--- src/rtl/hs_evt_queue_pkg.sv ---
// Shared types and default constants for the hs_syn event front end.
package hs_pkg;

  typedef enum logic [1:0] {
    ST_IDLE      = 2'd0,
    ST_WAIT_BUSY = 2'd1,
    ST_WAIT_DONE = 2'd2
  } hs_evt_state_t;

  localparam int HS_CNT_W     = 4;
  localparam int HS_BUSY_WAIT = 4;

endpackage

--- src/rtl/hs_evt_queue_if.sv ---
// Event-queue signal bundle: the event source/consumer side is master, the queue is slave.
interface hs_evt_queue_if #(
  parameter int CNT_W = hs_pkg::HS_CNT_W
) ();

  logic             ev_in;
  logic             busy;
  logic             clr;
  logic             inA;
  logic [CNT_W-1:0] pending;
  logic             full;
  logic             ovf;
  logic             to_err;

  modport master (
    output ev_in, busy, clr,
    input  inA, pending, full, ovf, to_err
  );

  modport slave (
    input  ev_in, busy, clr,
    output inA, pending, full, ovf, to_err
  );

endinterface

--- src/rtl/hs_evt_queue_cnt.sv ---
// Saturating up/down backlog counter; ovf_evt flags an increment refused at the ceiling.
module sat_updn_cnt #(
  parameter int W = 4
) (
  input  logic         clk,
  input  logic         rst_n,
  input  logic         inc,
  input  logic         dec,
  output logic [W-1:0] count,
  output logic         full,
  output logic         ovf_evt
);

  localparam logic [W-1:0] CNT_MAX = {W{1'b1}};

  logic [W-1:0] r_count;
  logic         r_full;
  logic [W-1:0] w_next;
  logic         w_ovf;

  // Next count: simultaneous inc/dec cancel, so an event arriving while full is kept when one issues
  always_comb begin
    w_next = r_count;
    w_ovf  = 1'b0;
    if (inc && !dec) begin
      if (r_full) begin
        w_ovf = 1'b1;
      end else begin
        w_next = r_count + W'(1);
      end
    end else if (dec && !inc && (r_count != {W{1'b0}})) begin
      w_next = r_count - W'(1);
    end else begin
      w_next = r_count;
    end
  end

  // Count and full flag registered together
  always_ff @(posedge clk or negedge rst_n) begin
    if (!rst_n) begin
      r_count <= {W{1'b0}};
      r_full  <= 1'b0;
    end else begin
      r_count <= w_next;
      r_full  <= (w_next == CNT_MAX);
    end
  end

  assign count   = r_count;
  assign full    = r_full;
  assign ovf_evt = w_ovf;

endmodule

--- src/rtl/hs_evt_queue.sv ---
// clkA-side event queue: buffers event pulses and replays them into hs_syn one crossing at a time.
module hs_evt_queue
  import hs_pkg::*;
#(
  parameter int CNT_W     = HS_CNT_W,
  parameter int BUSY_WAIT = HS_BUSY_WAIT
) (
  input  logic           clkA,
  input  logic           resetA,
  hs_evt_queue_if.slave  bus
);

  localparam int            WW       = $clog2(BUSY_WAIT);
  localparam logic [WW-1:0] WAIT_MAX = WW'(BUSY_WAIT - 1);

  hs_evt_state_t    r_state;
  hs_evt_state_t    w_state_nxt;
  logic [WW-1:0]    r_wcnt;
  logic [WW-1:0]    w_wcnt_nxt;
  logic             r_inA;
  logic             r_ovf;
  logic             r_to_err;
  logic             w_issue;
  logic             w_to_set;
  logic             w_ovf_evt;
  logic             w_full;
  logic [CNT_W-1:0] w_pending;

  sat_updn_cnt #(.W(CNT_W)) u_cnt (
    .clk     (clkA),
    .rst_n   (resetA),
    .inc     (bus.ev_in),
    .dec     (w_issue),
    .count   (w_pending),
    .full    (w_full),
    .ovf_evt (w_ovf_evt)
  );

  // Next-state logic; an event arriving this cycle can issue immediately from IDLE
  always_comb begin
    w_state_nxt = r_state;
    w_wcnt_nxt  = r_wcnt;
    w_issue     = 1'b0;
    w_to_set    = 1'b0;
    case (r_state)
      ST_IDLE: begin
        w_wcnt_nxt = {WW{1'b0}};
        if (((w_pending != {CNT_W{1'b0}}) || bus.ev_in) && !bus.busy) begin
          w_issue     = 1'b1;
          w_state_nxt = ST_WAIT_BUSY;
        end else begin
          w_state_nxt = ST_IDLE;
        end
      end
      ST_WAIT_BUSY: begin
        if (bus.busy) begin
          w_state_nxt = ST_WAIT_DONE;
          w_wcnt_nxt  = {WW{1'b0}};
        end else if (r_wcnt == WAIT_MAX) begin
          w_to_set    = 1'b1;
          w_state_nxt = ST_IDLE;
          w_wcnt_nxt  = {WW{1'b0}};
        end else begin
          w_wcnt_nxt  = r_wcnt + WW'(1);
        end
      end
      ST_WAIT_DONE: begin
        if (!bus.busy) begin
          w_state_nxt = ST_IDLE;
        end else begin
          w_state_nxt = ST_WAIT_DONE;
        end
      end
      default: begin
        w_state_nxt = ST_IDLE;
        w_wcnt_nxt  = {WW{1'b0}};
      end
    endcase
  end

  // State, request pulse and sticky flags; a set in the same cycle as clr wins
  always_ff @(posedge clkA or negedge resetA) begin
    if (!resetA) begin
      r_state  <= ST_IDLE;
      r_wcnt   <= {WW{1'b0}};
      r_inA    <= 1'b0;
      r_ovf    <= 1'b0;
      r_to_err <= 1'b0;
    end else begin
      r_state  <= w_state_nxt;
      r_wcnt   <= w_wcnt_nxt;
      r_inA    <= w_issue;
      r_ovf    <= w_ovf_evt ? 1'b1 : (bus.clr ? 1'b0 : r_ovf);
      r_to_err <= w_to_set  ? 1'b1 : (bus.clr ? 1'b0 : r_to_err);
    end
  end

  assign bus.inA     = r_inA;
  assign bus.pending = w_pending;
  assign bus.full    = w_full;
  assign bus.ovf     = r_ovf;
  assign bus.to_err  = r_to_err;

endmodule

--- src/flat_wrapper.sv ---
// flat-port wrapper written by rule: the top's interface ports become plain ports
module hs_evt_queue_flat import hs_pkg::*;
#(
  parameter int CNT_W     = HS_CNT_W,
  parameter int BUSY_WAIT = HS_BUSY_WAIT
)
  (clkA, resetA, bus_ev_in, bus_busy, bus_clr, bus_inA, bus_pending, bus_full, bus_ovf, bus_to_err);
  hs_evt_queue_if #(.CNT_W(CNT_W)) bus_i ();
  input  logic clkA;
  input  logic resetA;
  input wire logic [$bits(bus_i.ev_in)-1:0] bus_ev_in;
  input wire logic [$bits(bus_i.busy)-1:0] bus_busy;
  input wire logic [$bits(bus_i.clr)-1:0] bus_clr;
  output wire logic [$bits(bus_i.inA)-1:0] bus_inA;
  output wire logic [$bits(bus_i.pending)-1:0] bus_pending;
  output wire logic [$bits(bus_i.full)-1:0] bus_full;
  output wire logic [$bits(bus_i.ovf)-1:0] bus_ovf;
  output wire logic [$bits(bus_i.to_err)-1:0] bus_to_err;
  assign bus_i.ev_in = bus_ev_in;
  assign bus_i.busy = bus_busy;
  assign bus_i.clr = bus_clr;
  assign bus_inA = bus_i.inA;
  assign bus_pending = bus_i.pending;
  assign bus_full = bus_i.full;
  assign bus_ovf = bus_i.ovf;
  assign bus_to_err = bus_i.to_err;
  hs_evt_queue #(.CNT_W(CNT_W), .BUSY_WAIT(BUSY_WAIT)) u_core (.clkA(clkA), .resetA(resetA), .bus(bus_i));
endmodule
--- config.mk ---
export PLATFORM = sky130hd
export DESIGN_NAME = hs_evt_queue_flat
export DESIGN_NICKNAME = d
export VERILOG_FILES = /design/src/rtl/hs_evt_queue_pkg.sv /design/src/rtl/hs_evt_queue_if.sv /design/src/rtl/hs_evt_queue_cnt.sv /design/src/rtl/hs_evt_queue.sv /design/src/flat_wrapper.sv
export SDC_FILE = /design/constraint.sdc
export NUM_CORES = 1
export LEC_CHECK = 0
export CORE_UTILIZATION = 45
export DETAILED_ROUTE_END_ITERATION = 8
export GPL_ROUTABILITY_DRIVEN = 0
export PLACE_DENSITY_LB_ADDON = 0.2
export SLEW_MARGIN = 15
export SYNTH_ARGS = -nofsm -noshare
export SYNTH_HDL_FRONTEND = slang
export SYNTH_SLANG_ARGS = --single-unit
--- constraint.sdc ---
create_clock -name clkA -period 2 [get_ports clkA]
set_input_delay 0.4 -clock clkA [delete_from_list [all_inputs] [get_ports clkA]]
set_output_delay 0.4 -clock clkA [all_outputs]
set_load 0.01 [all_outputs]
==> results.toml, run 1 <==
[floorplan]
start_util = 0.5104
rows = 13
coreArea_um2 = 1383
die_y_um = 41.60
dieArea_um2 = 1731
pin_count = 13
dieWidth_um = 41.60

[sta]
worst_slew_pin_slew_ns = 0.5338
finalCriticalPeriod_ns = 1.761
timing.final.setup_violations = 0
period_share = 0.8804
finalSetupTns_ns = 0
fmax_mhz = 567.9
rsz0062_at_grt = "no"
fin_skew_ns = 0.007044
finalMaxSlewViolations = 0
max_slew_margin = 0.6430
hold_viol_final = 0

[worst_setup_path]
worstPathRequired_ns = 2.17
slowest_delay_ns = 0.42
path_cells = "inv_1, ha_1, nor3b_4, nor4b_4, o21ai_0, o31a_2, and4_1"
end_kind = "flop"
r2r_slack_ns = 0.24
arrival_ns = 1.93
cp_max_fo = 6
cp_slowest_cell = "dfrtp_1"
critPathLaunchType = "flop"
critical_path_class = "reg -> reg"

[yosys]
synth_area_leader_cell = "dfrtp_1"
synth_xor_area_frac = 0.01241
synth_seq_area_share = 0.4255
yosys.area_share.simple = 0.2216
ys_seq_elements = 12
synth_top_family_by_area = "simple AND/OR/NAND/NOR gates"
yosysWarningCount = 0
synth_compound_area_frac = 0.1613
avgSynthCellArea_um2 = 10.86
synthTopCellsByArea = "dfrtp_1 43%, ha_1 14%, inv_1 3.7%"
synthMuxAreaShare = 0
synth_top_cell_area_share = 0.4255
synth.distinct_cells = 27
synthAdderAreaFrac = 0.1418
syn-cell-area_um2 = 705.7
synthCells = 65
syn_nets = 78

[clocking]
cts_hold_buf = 0
cts_tree = "built"
cts-resized-gates = 0
cts_num_sinks = 12
cts_buffer_depth = 2
post_cts_buffers = 0
clk-insertion-delay-late_ns = 0.28
htree_levels = 1
cts_root_buffer = "clkbuf_4"
clk_pin_slew_ns = 0.08
cts_made_buffers = 3

[detailed_routing]
first_pass_iters = 4
totalWireLength_um = 1265
route.detailed.drc = 0
drt_iter0_markers = 8
drtAntennaViolNets = 0
routed_via_density = 5.450
vias = 545
avgRoutedWirePerCell_um = 12.65

[pwr]
p_comb_frac = 0.525
p_seq_frac = 0.321
swShare = 0.3699
p_leak_nw = 0.4117
p_int_uw = 795.1
netSwitchingPower_uw = 466.8
clock_power_share = 0.154
p_per_area_nw_per_um2 = 1385
ir_drop_uv = 728.7

[hold_path]
hp-class = "in -> async"

[finish]
syn2layout_area_growth_pct = 29.08
fin_nets = 99
drive_gt1_frac = 0.1647
fin_util = 0.6588
antenna_cells = 0

[grt]
antenna_found_initial = 0
grt_pass1_wl_um = 2187
track_usage = 0.1682
grt_pass1_vias = 498
grt-ovfl-total = 0
grt_start_max_net_pins = 13

[outcome]
outcome = "finished clean"

[run]
cap_violations = 0

[place]
io_buffers = 12
dp_hpwl_um = 1002
final cells by class:
class,instances,area [um2]
Multi-Input combinational cell,46,379.1
Timing Repair Buffer,16,150.1
Clock buffer,4,36.28
Fill cell,120,471.7
Sequential cell,12,300.3
Tap cell,15,18.77
Inverter,7,26.28
Yosys cell counts:
cell type / count
o21ai_0: 3
inv_1: 7
a22o_1: 1
a21o_1: 1
a21oi_1: 4
and4_1: 1
a22oi_1: 1
xnor2_1: 1
nand3_1: 3
o211ai_1: 1
o31a_2: 1
a32o_1: 1
and2b_4: 1
dfrtp_1: 12
or3b_4: 1
nor3b_4: 1
nor4b_4: 1
o31ai_1: 1
nor2_4: 1
o21a_1: 1
and2b_1: 2
nand2_1: 5
nor4_1: 1
ha_1: 8
nand2b_1: 2
o22ai_1: 2
nor3_1: 1
flip-flops by register name, summed over array words and instances (netlist names):
name and count:
u_core.u_cnt.count 4, u_core.r_state 2, u_core.bus.ovf 1, u_core.bus.inA 1, u_core.u_cnt.full 1, u_core.bus.to_err 1, u_core.r_wcnt 2
metrics by stage:
stage               setup slack, ns  cells  area (um2)  total power [mW]  hold slack [ns]
finish                       0.2392    100       910.9             1.262           0.4652
global placement           0.009987     96       874.6             1.056           0.4741
detailed placement         -0.03807     96       874.6             1.070           0.4844
CTS                          0.2274    100       910.9             1.267           0.4857
floorplan                    0.3296     65       705.7            0.7797           0.1044
global route                 0.1253    100       910.9             1.351           0.5073
routing by layer:
| metal | vias up | part of all wire | global-route usage |
|---|---|---|---|
| li1 | 270 | - | - |
| met1 | 255 | 0.49 | 0.2274 |
| met4 | 0 | 0.0063 | 0.05806 |
| met3 | 2 | 0.066 | 0.07826 |
| met2 | 18 | 0.44 | 0.2344 |
| met5 | - | 0 | 0 |
cell usage in the layout, fill, tap and decap left out, types with 2 or more instances in the layout:
master and count:
clkbuf_4 3, nand2_1 5, nand2b_1 2, clkdlybuf4s50_1 12, dfrtp_1 12, a21oi_1 4, buf_4 4, nand3_1 3
ha_1 8, o21ai_0 3, o22ai_1 2, inv_1 7, and2b_1 2
power by group through the flow:
stage | registers (mW) | logic, mW | clock network (mW)
detailed placement | 0.411 | 0.660 | 0
floorplan | 0.460 | 0.319 | 0
global route | 0.417 | 0.721 | 0.213
CTS | 0.405 | 0.663 | 0.199
global placement | 0.408 | 0.649 | 0
finish | 0.405 | 0.663 | 0.195
critical path: cells and delay by family (launching register included):
family | cells | cell delay (ns)
AO/OA/AOI/OAI | 2 | 0.25
AND/OR/NAND/NOR | 3 | 0.73
flip-flops | 1 | 0.42
buffers and inverters | 1 | 0.09
adder cells (fa/ha/maj) | 1 | 0.16
path summary, 6_finish.rpt:
path                                   startpoint               endpoint  depth (start not counted)
worst max-delay path            u_core.r_state[0]      u_core.u_cnt.full                          7
worst min-delay path                       resetA       u_core.r_wcnt[0]                          1
worst max register to register  u_core.r_state[0]      u_core.u_cnt.full                          7
worst min register to register   u_core.r_wcnt[1]       u_core.r_wcnt[1]                          2
max in group asynchronous                  resetA  u_core.u_cnt.count[0]                          1
min in group clkA                u_core.r_wcnt[1]       u_core.r_wcnt[1]                          2
kinds of logic (layout without fill, tap and decap cells):
family	count (synthesis)	count (layout)
buffers and inverters	7	27
DFF	12	12
AOI/OAI and AO/OA	17	17
xor gates and xnor gates	1	1
and+or+nand+nor	20	20
adders and majority gates	8	8
(Power assumes the default switching activity.)
==> run 2, diff against run 1 <==
- CTS_CLUSTER_SIZE: not set -> 14
- GPL_ROUTABILITY_DRIVEN: 0 -> not set
==> results of run 2 <==
No change in the layout: final DEF, timing and power equal those of run 1.
==> run 3, diff against run 2 <==
- CTS_CLUSTER_SIZE: 14 -> 28
- SKIP_CTS_REPAIR_TIMING: not set -> 1
==> results of run 3 <==
No change in the layout: final DEF, timing and power equal those of run 1.
